`src/rtl/settings_pkg.sv`:
```
// Shared build settings for the moving-sum block: default sample width, channel count and window.
package settings_pkg;
   localparam int DATA_SIZE    = 16;
   localparam int NUM_CHANNELS = 4;
   localparam int WINDOW       = 16;

   // Width that holds the sum of WINDOW signed samples without overflow.
   function automatic int full_size(input int data_size, input int window);
      return data_size + $clog2(window);
   endfunction
endpackage

```
`src/rtl/template_delay_ram.sv`:
```
// Per-channel delay lines in one simple dual-port memory.
// Read is synchronous and read-before-write; the whole port stalls while enable is low.
module template_delay_ram #(
   parameter int DATA_SIZE = settings_pkg::DATA_SIZE,
   parameter int ADDR_W    = 6
) (
   input  logic                 clk,
   input  logic                 enable,
   input  logic                 write,
   input  logic [ADDR_W-1:0]    write_addr,
   input  logic [DATA_SIZE-1:0] write_data,
   input  logic [ADDR_W-1:0]    read_addr,
   output logic [DATA_SIZE-1:0] read_data
);
   logic [DATA_SIZE-1:0] mem_r [1 << ADDR_W];

   // Storage is never cleared: fill counts in the parent mask stale entries.
   always_ff @(posedge clk) begin
      if (enable) begin
         read_data <= mem_r[read_addr];
         if (write) begin
            mem_r[write_addr] <= write_data;
         end
      end
   end
endmodule

```
`src/rtl/template_moving_sum.sv`:
```
// Time-interleaved per-channel moving sum over WINDOW samples, 2-stage pipeline with stall.
// Define TEMPLATE_MOVING_AVERAGE_EN to output the floored average instead of the raw sum.
module template_moving_sum #(
   parameter int  DATA_SIZE    = settings_pkg::DATA_SIZE,
   parameter int  NUM_CHANNELS = settings_pkg::NUM_CHANNELS,
   parameter int  WINDOW       = settings_pkg::WINDOW,
   localparam int FULL_SIZE    = settings_pkg::full_size(DATA_SIZE, WINDOW),
   localparam int CH_W         = (NUM_CHANNELS > 1) ? $clog2(NUM_CHANNELS) : 1
) (
   input  logic                        clk,
   input  logic                        reset,
   input  logic                        clear,
   input  logic signed [DATA_SIZE-1:0] input_data,
   input  logic                        enable,
   output logic                        input_ready,
   input  logic                        output_ready,
   output logic signed [FULL_SIZE-1:0] output_data,
   output logic                        output_data_valid,
   output logic [CH_W-1:0]             output_channel
);
   localparam int PTR_W  = $clog2(WINDOW);
   localparam int ADDR_W = CH_W + PTR_W;
   localparam int NCH    = 1 << CH_W;
   localparam logic [CH_W-1:0]  CH_LAST   = CH_W'(NUM_CHANNELS - 1);
   localparam logic [PTR_W-1:0] PTR_LAST  = PTR_W'(WINDOW - 1);
   localparam logic [PTR_W:0]   FILL_FULL = (PTR_W + 1)'(WINDOW);

   logic                        flush_s;
   logic                        advance_s;
   logic                        accept_s;
   logic [CH_W-1:0]             ch_r;
   logic [PTR_W-1:0]            wptr_r [NCH];
   logic [PTR_W:0]              fill_r [NCH];
   logic signed [FULL_SIZE-1:0] sum_r  [NCH];

   logic                        s1_valid_r;
   logic signed [DATA_SIZE-1:0] s1_data_r;
   logic [CH_W-1:0]             s1_ch_r;
   logic                        s1_full_r;
   logic [DATA_SIZE-1:0]        ram_rd_s;

   logic signed [FULL_SIZE-1:0] x_ext_s;
   logic signed [FULL_SIZE-1:0] oldest_s;
   logic signed [FULL_SIZE-1:0] new_sum_s;
   logic signed [FULL_SIZE-1:0] result_s;

   logic                        out_valid_r;
   logic signed [FULL_SIZE-1:0] out_data_r;
   logic [CH_W-1:0]             out_ch_r;

   assign flush_s     = reset | clear;
   assign advance_s   = ~out_valid_r | output_ready;
   assign accept_s    = enable & advance_s & ~flush_s;
   assign input_ready = advance_s;

   template_delay_ram #(
      .DATA_SIZE (DATA_SIZE),
      .ADDR_W    (ADDR_W)
   ) u_delay_ram (
      .clk        (clk),
      .enable     (advance_s),
      .write      (accept_s),
      .write_addr ({ch_r, wptr_r[ch_r]}),
      .write_data (input_data),
      .read_addr  ({ch_r, wptr_r[ch_r]}),
      .read_data  (ram_rd_s)
   );

   // Stage-2 arithmetic: drop the sample leaving the window once the channel is full.
   always_comb begin
      x_ext_s  = {{PTR_W{s1_data_r[DATA_SIZE-1]}}, s1_data_r};
      oldest_s = '0;
      if (s1_full_r) begin
         oldest_s = {{PTR_W{ram_rd_s[DATA_SIZE-1]}}, ram_rd_s};
      end else begin
         oldest_s = '0;
      end
      new_sum_s = sum_r[s1_ch_r] + x_ext_s - oldest_s;
`ifdef TEMPLATE_MOVING_AVERAGE_EN
      result_s = new_sum_s >>> PTR_W;
`else
      result_s = new_sum_s;
`endif
   end

   // Stage 1: capture sample and channel, advance round-robin counter, pointers and fill counts.
   always_ff @(posedge clk) begin
      if (flush_s) begin
         ch_r       <= '0;
         s1_valid_r <= 1'b0;
         s1_data_r  <= '0;
         s1_ch_r    <= '0;
         s1_full_r  <= 1'b0;
         for (int c = 0; c < NCH; c++) begin
            wptr_r[c] <= '0;
            fill_r[c] <= '0;
         end
      end else if (advance_s) begin
         s1_valid_r <= accept_s;
         if (accept_s) begin
            s1_data_r    <= input_data;
            s1_ch_r      <= ch_r;
            s1_full_r    <= (fill_r[ch_r] == FILL_FULL);
            wptr_r[ch_r] <= (wptr_r[ch_r] == PTR_LAST) ? '0 : wptr_r[ch_r] + 1'b1;
            if (fill_r[ch_r] != FILL_FULL) begin
               fill_r[ch_r] <= fill_r[ch_r] + 1'b1;
            end
            ch_r <= (ch_r == CH_LAST) ? '0 : ch_r + 1'b1;
         end
      end
   end

   // Stage 2: commit the running sum and load the output register.
   always_ff @(posedge clk) begin
      if (flush_s) begin
         out_valid_r <= 1'b0;
         out_data_r  <= '0;
         out_ch_r    <= '0;
         for (int c = 0; c < NCH; c++) begin
            sum_r[c] <= '0;
         end
      end else if (advance_s) begin
         out_valid_r <= s1_valid_r;
         if (s1_valid_r) begin
            sum_r[s1_ch_r] <= new_sum_s;
            out_data_r     <= result_s;
            out_ch_r       <= s1_ch_r;
         end
      end
   end

   assign output_data       = out_data_r;
   assign output_data_valid = out_valid_r;
   assign output_channel    = out_ch_r;
endmodule

```
`config.mk`:
```
export PLATFORM = sky130hd
export DESIGN_NAME = template_moving_sum
export DESIGN_NICKNAME = d
export VERILOG_FILES = /design/src/rtl/settings_pkg.sv /design/src/rtl/template_delay_ram.sv /design/src/rtl/template_moving_sum.sv
export SDC_FILE = /design/constraint.sdc
export NUM_CORES = 1
export LEC_CHECK = 0
export ABC_CLOCK_PERIOD_IN_PS = 5700
export CORE_MARGIN = 5
export CORE_UTILIZATION = 45
export CTS_CLUSTER_DIAMETER = 30
export DETAILED_ROUTE_END_ITERATION = 10
export GPL_ROUTABILITY_DRIVEN = 0
export PLACE_DENSITY_LB_ADDON = 0.1
export SYNTH_ARGS = -nofsm -noshare
export SYNTH_HDL_FRONTEND = slang
export SYNTH_SLANG_ARGS = --single-unit
```
`constraint.sdc`:
```
create_clock -name clk -period 5.7 [get_ports clk]
set_input_delay 1.14 -clock clk [delete_from_list [all_inputs] [get_ports clk]]
set_output_delay 1.14 -clock clk [all_outputs]
set_load 0.01 [all_outputs]
```
==> results of run 1 <==
## synth_stat cells (all sizes together) (5+ instances only)
library cell / count / area share (%)
and3: 12 / 0.16
edfxtp: 1156 / 72
mux2i: 74 / 1.5
nor2: 230 / 1.8
o21ai: 112 / 1.2
nand3: 65 / 0.67
mux2: 15 / 0.36
xor2: 12 / 0.22
mux4: 62 / 2.9
nor3: 13 / 0.13
a22oi: 30 / 0.48
a21oi: 293 / 3.0
fa: 19 / 0.79
xnor2: 8 / 0.14
a221o: 14 / 0.29
ha: 28 / 0.72
clkbuf: 56 / 0.43
and2: 19 / 0.25
nand2: 481 / 3.7
o22ai: 20 / 0.26
a22o: 17 / 0.31
a31oi: 38 / 0.49
a211oi: 40 / 0.63
a21o: 20 / 0.31
a2111oi: 21 / 0.42
nor4: 9 / 0.12
nand2b: 5 / 0.065
o211ai: 16 / 0.25
buf: 124 / 1.6
dfxtp: 49 / 2.0
nor2b: 7 / 0.090
a221oi: 53 / 0.99
a311oi: 7 / 0.14
o221ai: 6 / 0.11
inv: 96 / 0.74
## cell usage in the layout (no fill, tap or decap), types with 19 or more instances in the layout
cell type,synthesis,routed
clkbuf_16,0,237
buf_4,30,190
a31oi_1,38,38
o22ai_1,20,20
clkdlybuf4s50_1,0,28
edfxtp_1,1156,1156
clkinv_2,0,39
mux4_2,62,61
o21ai_0,105,105
clkbuf_1,56,35
bufinv_16,0,29
a21oi_1,293,293
nand2_1,480,480
clkinv_1,1,37
fa_1,19,19
clkinvlp_4,0,27
a221oi_1,51,51
nand3_1,65,65
a21o_1,20,20
inv_1,94,93
dfxtp_1,49,49
nor2_1,227,222
mux2i_1,74,73
a211oi_1,39,39
ha_1,28,28
a22oi_1,29,29
## critical path, cell delays in order (launching register included)
cell       delay, ns
dfxtp_1         0.51
buf_4           0.26
mux4_4          0.93
nand2_1         0.64
buf_4           0.43
a21oi_1         0.10
a2111oi_0       0.57
o21ai_0         0.34
o211ai_1        0.28
nand4_1         0.26
## sequential cells by signal, indices dropped and copies added, names as in the netlist, 2 cells and up, named ones only
signal,cells
fill_r,20
u_delay_ram.mem_r,1024
output_channel,2
s1_data_r,16
ch_r,2
u_delay_ram.read_data,16
output_data,20
wptr_r,16
s1_ch_r,2
sum_r,80
## through the flow
step / hold slack (ns) / cells / setup WS, ns
2_1_floorplan: 0.436 / 3279 / 1.45
3_3_place_gp: 0.438 / 4742 / 1.02
3_5_place_dp: 0.445 / 4742 / 1.05
4_1_cts: 0.455 / 5185 / 1.04
5_1_grt: 0.476 / 5185 / 0.617
6_report: 0.454 / 5187 / 1.00
## final timing paths
path	cells past startpoint	endpoint	slack [ns]
hold / removal	2	s1_data_r[3]	0.45
setup / recovery	9	u_delay_ram.read_data[14]	1.00
hold reg to reg	2	s1_data_r[3]	0.45
setup reg to reg	9	u_delay_ram.read_data[14]	1.00
## kinds of logic after synthesis
family | after synthesis | synth area share [%]
AO/OA/AOI/OAI | 721 | 9.49
XOR/XNOR | 20 | 0.362
AND/OR/NAND/NOR | 858 | 7.29
multiplexers | 151 | 4.78
buffers and inverters | 277 | 2.82
flip-flops | 1205 | 73.8
adder cells (fa/ha/maj) | 47 | 1.51
## where the power goes
group | leakage (nW) | switching (mW) | internal [mW]
clock | 3.84 | 4.65 | 9.01
combinational | 5.58 | 1.19 | 0.467
sequential | 11.1 | 0.0504 | 9.81
total | 20.5 | 5.89 | 19.3
## layer usage
layer / up-vias / part of all wire (%) / global-route usage (%)
met5: - / 0.022 / 0
met4: 6 / 3.8 / 10.4
met3: 292 / 9.0 / 6.03
met2: 1617 / 47 / 43.1
met1: 15800 / 40 / 36.1
li1: 13200 / - / -
## area by class of cell
type / instances / area, sq um / share of cell area [%]
clock inverter: 164 / 1860 / 3.15
tap: 1403 / 1760 / 2.97
antenna: 2 / 5.00 / 0.00846
multi-input combinational: 1797 / 11400 / 19.3
inverter: 97 / 374 / 0.632
clock buffer: 279 / 6160 / 10.4
sequential: 1205 / 35700 / 60.3
timing repair buffer: 240 / 1910 / 3.22
==> impl_metrics.json, run 1 <==
{
  "cp-start-kind": "register",
  "dieHeight_um": 338,
  "ys_warn_count": 0,
  "avgViaCountPerCell": 5.95,
  "finalHoldViolCount": 0,
  "hold_class": "register to register",
  "cts_buffer_depth": 3,
  "routed_wl_um": 154000,
  "cts_hold_buf": 0,
  "nets": 3642,
  "n_fill_cell": 8586,
  "min-delay-start": "s1_data_r[3]",
  "skew_ns": 0.0544,
  "drtPass1Iterations": 6,
  "antenna_left": 0,
  "crit_type": "register to register",
  "syn_inst": 3279,
  "hpwl_um": 92900,
  "synth_edf_count": 1156,
  "critPathRequiredTime_ns": 6.17,
  "rsz0062_at_grt": "false",
  "cts_buffers": 233,
  "end_kind": "register",
  "min_period_over_period_pct": 82.4,
  "syn_area_per_cell_sq_um": 14.8,
  "dieWidth_um": 338,
  "cts.sinks": 1205,
  "finalSetupViolations": 0,
  "routedWlPerCell_um": 29.7,
  "die_area_sq_um": 114000,
  "fp.coreArea_sq_um": 107000,
  "drcViolationCount": 0,
  "min_period_ns": 4.70,
  "p_per_area_nw_per_um2": 426,
  "clk_latency_ns": 0.81,
  "route.vias.total": 30900,
  "drv_cap": 0,
  "cts_resized": 0,
  "netlist_area_sq_um": 48400,
  "cts_tree": "built",
  "fin_setup_tns_ns": 0,
  "total_power_mw": 25.2,
  "fmax_mhz": 213,
  "cts_root_buffer": "clkbuf_16",
  "cts_setup_buffers": 0,
  "drive_above_1_share_pct": 18.4,
  "syn_to_final_growth_pct": 22.3,
  "worst_slew_pin_slew_ns": 1.21,
  "ios": 45,
  "async_flop_share_pct": 0,
  "final_core_util_pct": 55.3,
  "first_iter_violations": 3545,
  "clkSlewWorstSetupHoldPaths_ns": 0.04,
  "grt_max_degree": 66,
  "htreeDepth": 4,
  "placed_cell_area_sq_um": 51100,
  "rows": 120,
  "gr-usage-all-layers_pct": 26.8,
  "grt_first_pass_wirelength_um": 220000,
  "ys_ff_latch": 1205,
  "outcome": "completed",
  "peakVddDrop_uv": 291,
  "final-max-slew-violation-count": 0,
  "slew_headroom_pct": 17.1,
  "ys_seq_area_share_pct": 73.8,
  "cp_max_fo": 23,
  "antenna_found_initial": 7,
  "io_buffers": 44,
  "grt_remaining_overflow": 0,
  "final_area_sq_um": 59200,
  "synth_flop_cell": "edfxtp_1",
  "p_leak_nw": 20.5,
  "initial_core_util_pct": 45.3,
  "worst_ep_arrival_time_ns": 5.17,
  "synth_fp_nets": 3347,
  "grt_pass1_vias": 31000,
  "ys_types": 80
}
No activity file was read; power rests on OpenSTA's default activity.
==> run 2: changes to the inputs <==
--- a/config.mk
+++ b/config.mk
@@ -5,7 +5,7 @@
 export SDC_FILE = /design/constraint.sdc
 export NUM_CORES = 1
 export LEC_CHECK = 0
-export ABC_CLOCK_PERIOD_IN_PS = 5700
+export ABC_CLOCK_PERIOD_IN_PS = 4400
 export CORE_MARGIN = 5
 export CORE_UTILIZATION = 45
 export CTS_CLUSTER_DIAMETER = 30
==> constraint.sdc (replaced) <==
create_clock -name clk -period 4.4 [get_ports clk]
set_input_delay 0.88 -clock clk [delete_from_list [all_inputs] [get_ports clk]]
set_output_delay 0.88 -clock clk [all_outputs]
set_load 0.01 [all_outputs]
==> run 2 against run 1 <==
Effect of this change:
- die area did not move
- critical path depth rose by 6
- largest power group unchanged
- final area rose by 1.2%
- global-route usage fell by 0.15 points
- register-to-register slack got worse by 0.78 ns
- sequential share of layout area fell by 0.70 points
- flip-flop and latch count did not move
- highest routed layer unchanged
- sequential power rose by 30%
- worst hold slack got worse by 0.0051 ns
- largest cell class unchanged
- clock skew fell by 0.0025 ns
- non-clock buffer count rose by 30
==> impl_metrics.json, run 2 (synthesized netlist as in run 1, its figures left out) <==
{
  "seq_area_sq_um": 35700,
  "outcome": "completed",
  "whs_endpoint": "output_data[6]",
  "finalHoldViolCount": 0,
  "drcViolationCount": 0,
  "nets": 3677,
  "reg2regPathDepth": 15,
  "worst_slew_pin_slew_ns": 1.30,
  "worst_ep_arrival_time_ns": 4.70,
  "hpwl_um": 94000,
  "rrSetupSlack_ns": 0.22,
  "fp.coreArea_sq_um": 107000,
  "fmax_mhz": 239,
  "grt_pass1_vias": 30500,
  "p_switching_mw": 7.71,
  "antenna_found_initial": 8,
  "min_period_ns": 4.18,
  "final_area_sq_um": 59900,
  "p_leak_nw": 20.8,
  "hold_class": "register to register",
  "routed_wl_um": 153000,
  "multiInputGateArea_sq_um": 11500,
  "avgViaCountPerCell": 5.94,
  "drtPass1Iterations": 5,
  "whs_ns": 0.449,
  "clk_latency_ns": 0.81,
  "final-max-slew-violation-count": 0,
  "crit_type": "register to register",
  "placed_cell_area_sq_um": 51500,
  "finalSetupViolations": 0,
  "skew_ns": 0.0519,
  "layoutNonFillerInstCount": 5224,
  "p_clk_share_pct": 54.7,
  "ios": 45,
  "cp_max_fo": 6,
  "grt_remaining_overflow": 0,
  "layout_common_cells": "1156 x edfxtp_1, 480 x nand2_1, 292 x a21oi_1",
  "cts_buffers": 238,
  "drive_above_1_share_pct": 19.7,
  "sw_frac_of_total_pct": 23.3,
  "p_int_mw": 25.4,
  "peakVddDrop_uv": 379,
  "comb_power_share_pct": 6.8,
  "htreeDepth": 4,
  "min-delay-start": "output_data[6]",
  "gr-usage-all-layers_pct": 26.7,
  "syn_to_final_growth_pct": 23.7,
  "p_per_area_nw_per_um2": 553,
  "dieHeight_um": 338,
  "end_kind": "register",
  "first_iter_violations": 3381,
  "seqPwrFrac_pct": 38.5,
  "r2r-end": "sum_r[1][18]",
  "cts_tree": "built",
  "rows": 120,
  "cts_buffer_depth": 3,
  "cts_root_buffer": "clkbuf_16",
  "dieWidth_um": 338,
  "cts.sinks": 1205,
  "grt_first_pass_wirelength_um": 218000,
  "cts_setup_buffers": 0,
  "cp-start-kind": "register",
  "die_area_sq_um": 114000,
  "rsz0062_at_grt": "false",
  "initial_core_util_pct": 45.3,
  "whs_path_depth": 1,
  "reg_top3": "u_delay_ram.mem_r: 1024 flops, sum_r: 80 flops",
  "regMostFlops": "u_delay_ram.mem_r",
  "slew_headroom_pct": 13.1,
  "dp.cells": 4772,
  "io_buffers": 44,
  "routedWlPerCell_um": 29.3,
  "drv_cap": 0,
  "grt_max_degree": 66,
  "n_fill_cell": 8482,
  "route.vias.total": 31000,
  "total_power_mw": 33.1,
  "antenna_left": 0,
  "clkSlewWorstSetupHoldPaths_ns": 0.05,
  "min_period_over_period_pct": 94.9,
  "critPathRequiredTime_ns": 4.93,
  "fin_setup_tns_ns": 0,
  "largest_reg_flops": 1024,
  "layout_commonest_cell": "edfxtp_1"
}
==> run 2: timing repair <==
action | CTS | global route
setup endpoints to repair | 2 | 25
hold buffers | 0 | 0
pin swaps | 0 | 1
gates resized for setup | 1 | 13
==> run 2: worst max-delay path: stages, from the launching register on <==
cell	delay [ns]
dfxtp_1	0.39
mux4_2	0.51
inv_1	0.08
ha_1	0.23
inv_1	0.06
ha_1	0.19
inv_1	0.08
fa_1	0.47
nor2b_1	0.15
o21ai_1	0.09
a21oi_1	0.22
o21ai_0	0.26
or4_4	0.53
and3_1	0.19
nor3_2	0.37
nor2_1	0.09
==> run 2: routing by layer <==
layer  routed length [um]  GRT usage [%]
met4                 5690           9.96
met2                72700           43.4
met5                   43              0
met3                13100           5.61
met1                61800           35.8
==> run 2: power by group through the flow <==
stage / logic (mW) / registers, mW / clock network [mW]
floorplan: 1.16 / 12.9 / 0
global placement: 2.15 / 13.0 / 0
detailed placement: 2.17 / 13.0 / 0
CTS: 2.18 / 12.8 / 18.3
global route: 2.36 / 12.7 / 19.0
finish: 2.23 / 12.8 / 18.1
==> run 2: cell type report <==
class / count / area share [%]
flip-flops and latches: 1205 / 59.6
multi-input cells: 1797 / 19.2
clock buffers: 269 / 10.2
repair buffers: 270 / 3.82
clock inverters: 180 / 3.58
well taps: 1403 / 2.93
inverters: 97 / 0.625
diodes: 3 / 0.0125
==> run 2: how the worst max path moves through the flow <==
stage | to | slack (ns) | depth (start not counted)
final | sum_r[1][18] | 0.22 | 15
after CTS | sum_r[1][19] | 0.08 | 14
after global routing | sum_r[1][12] | 0.03 | 14
after detailed placement | sum_r[1][19] | 0.02 | 14
after global placement | sum_r[1][19] | 0.13 | 14
after floorplan | sum_r[0][18] | 0.15 | 16
==> run 2: metrics by stage <==
| stage | setup slack, ns | util (%) |
|---|---|---|
| 2_1_floorplan | 0.148 | - |
| 3_3_place_gp | 0.132 | 48.2 |
| 3_5_place_dp | 0.0189 | 48.2 |
| 4_1_cts | 0.0771 | 55.9 |
| 5_1_grt | 0.0293 | 56.0 |
| 6_report | 0.224 | 56.0 |
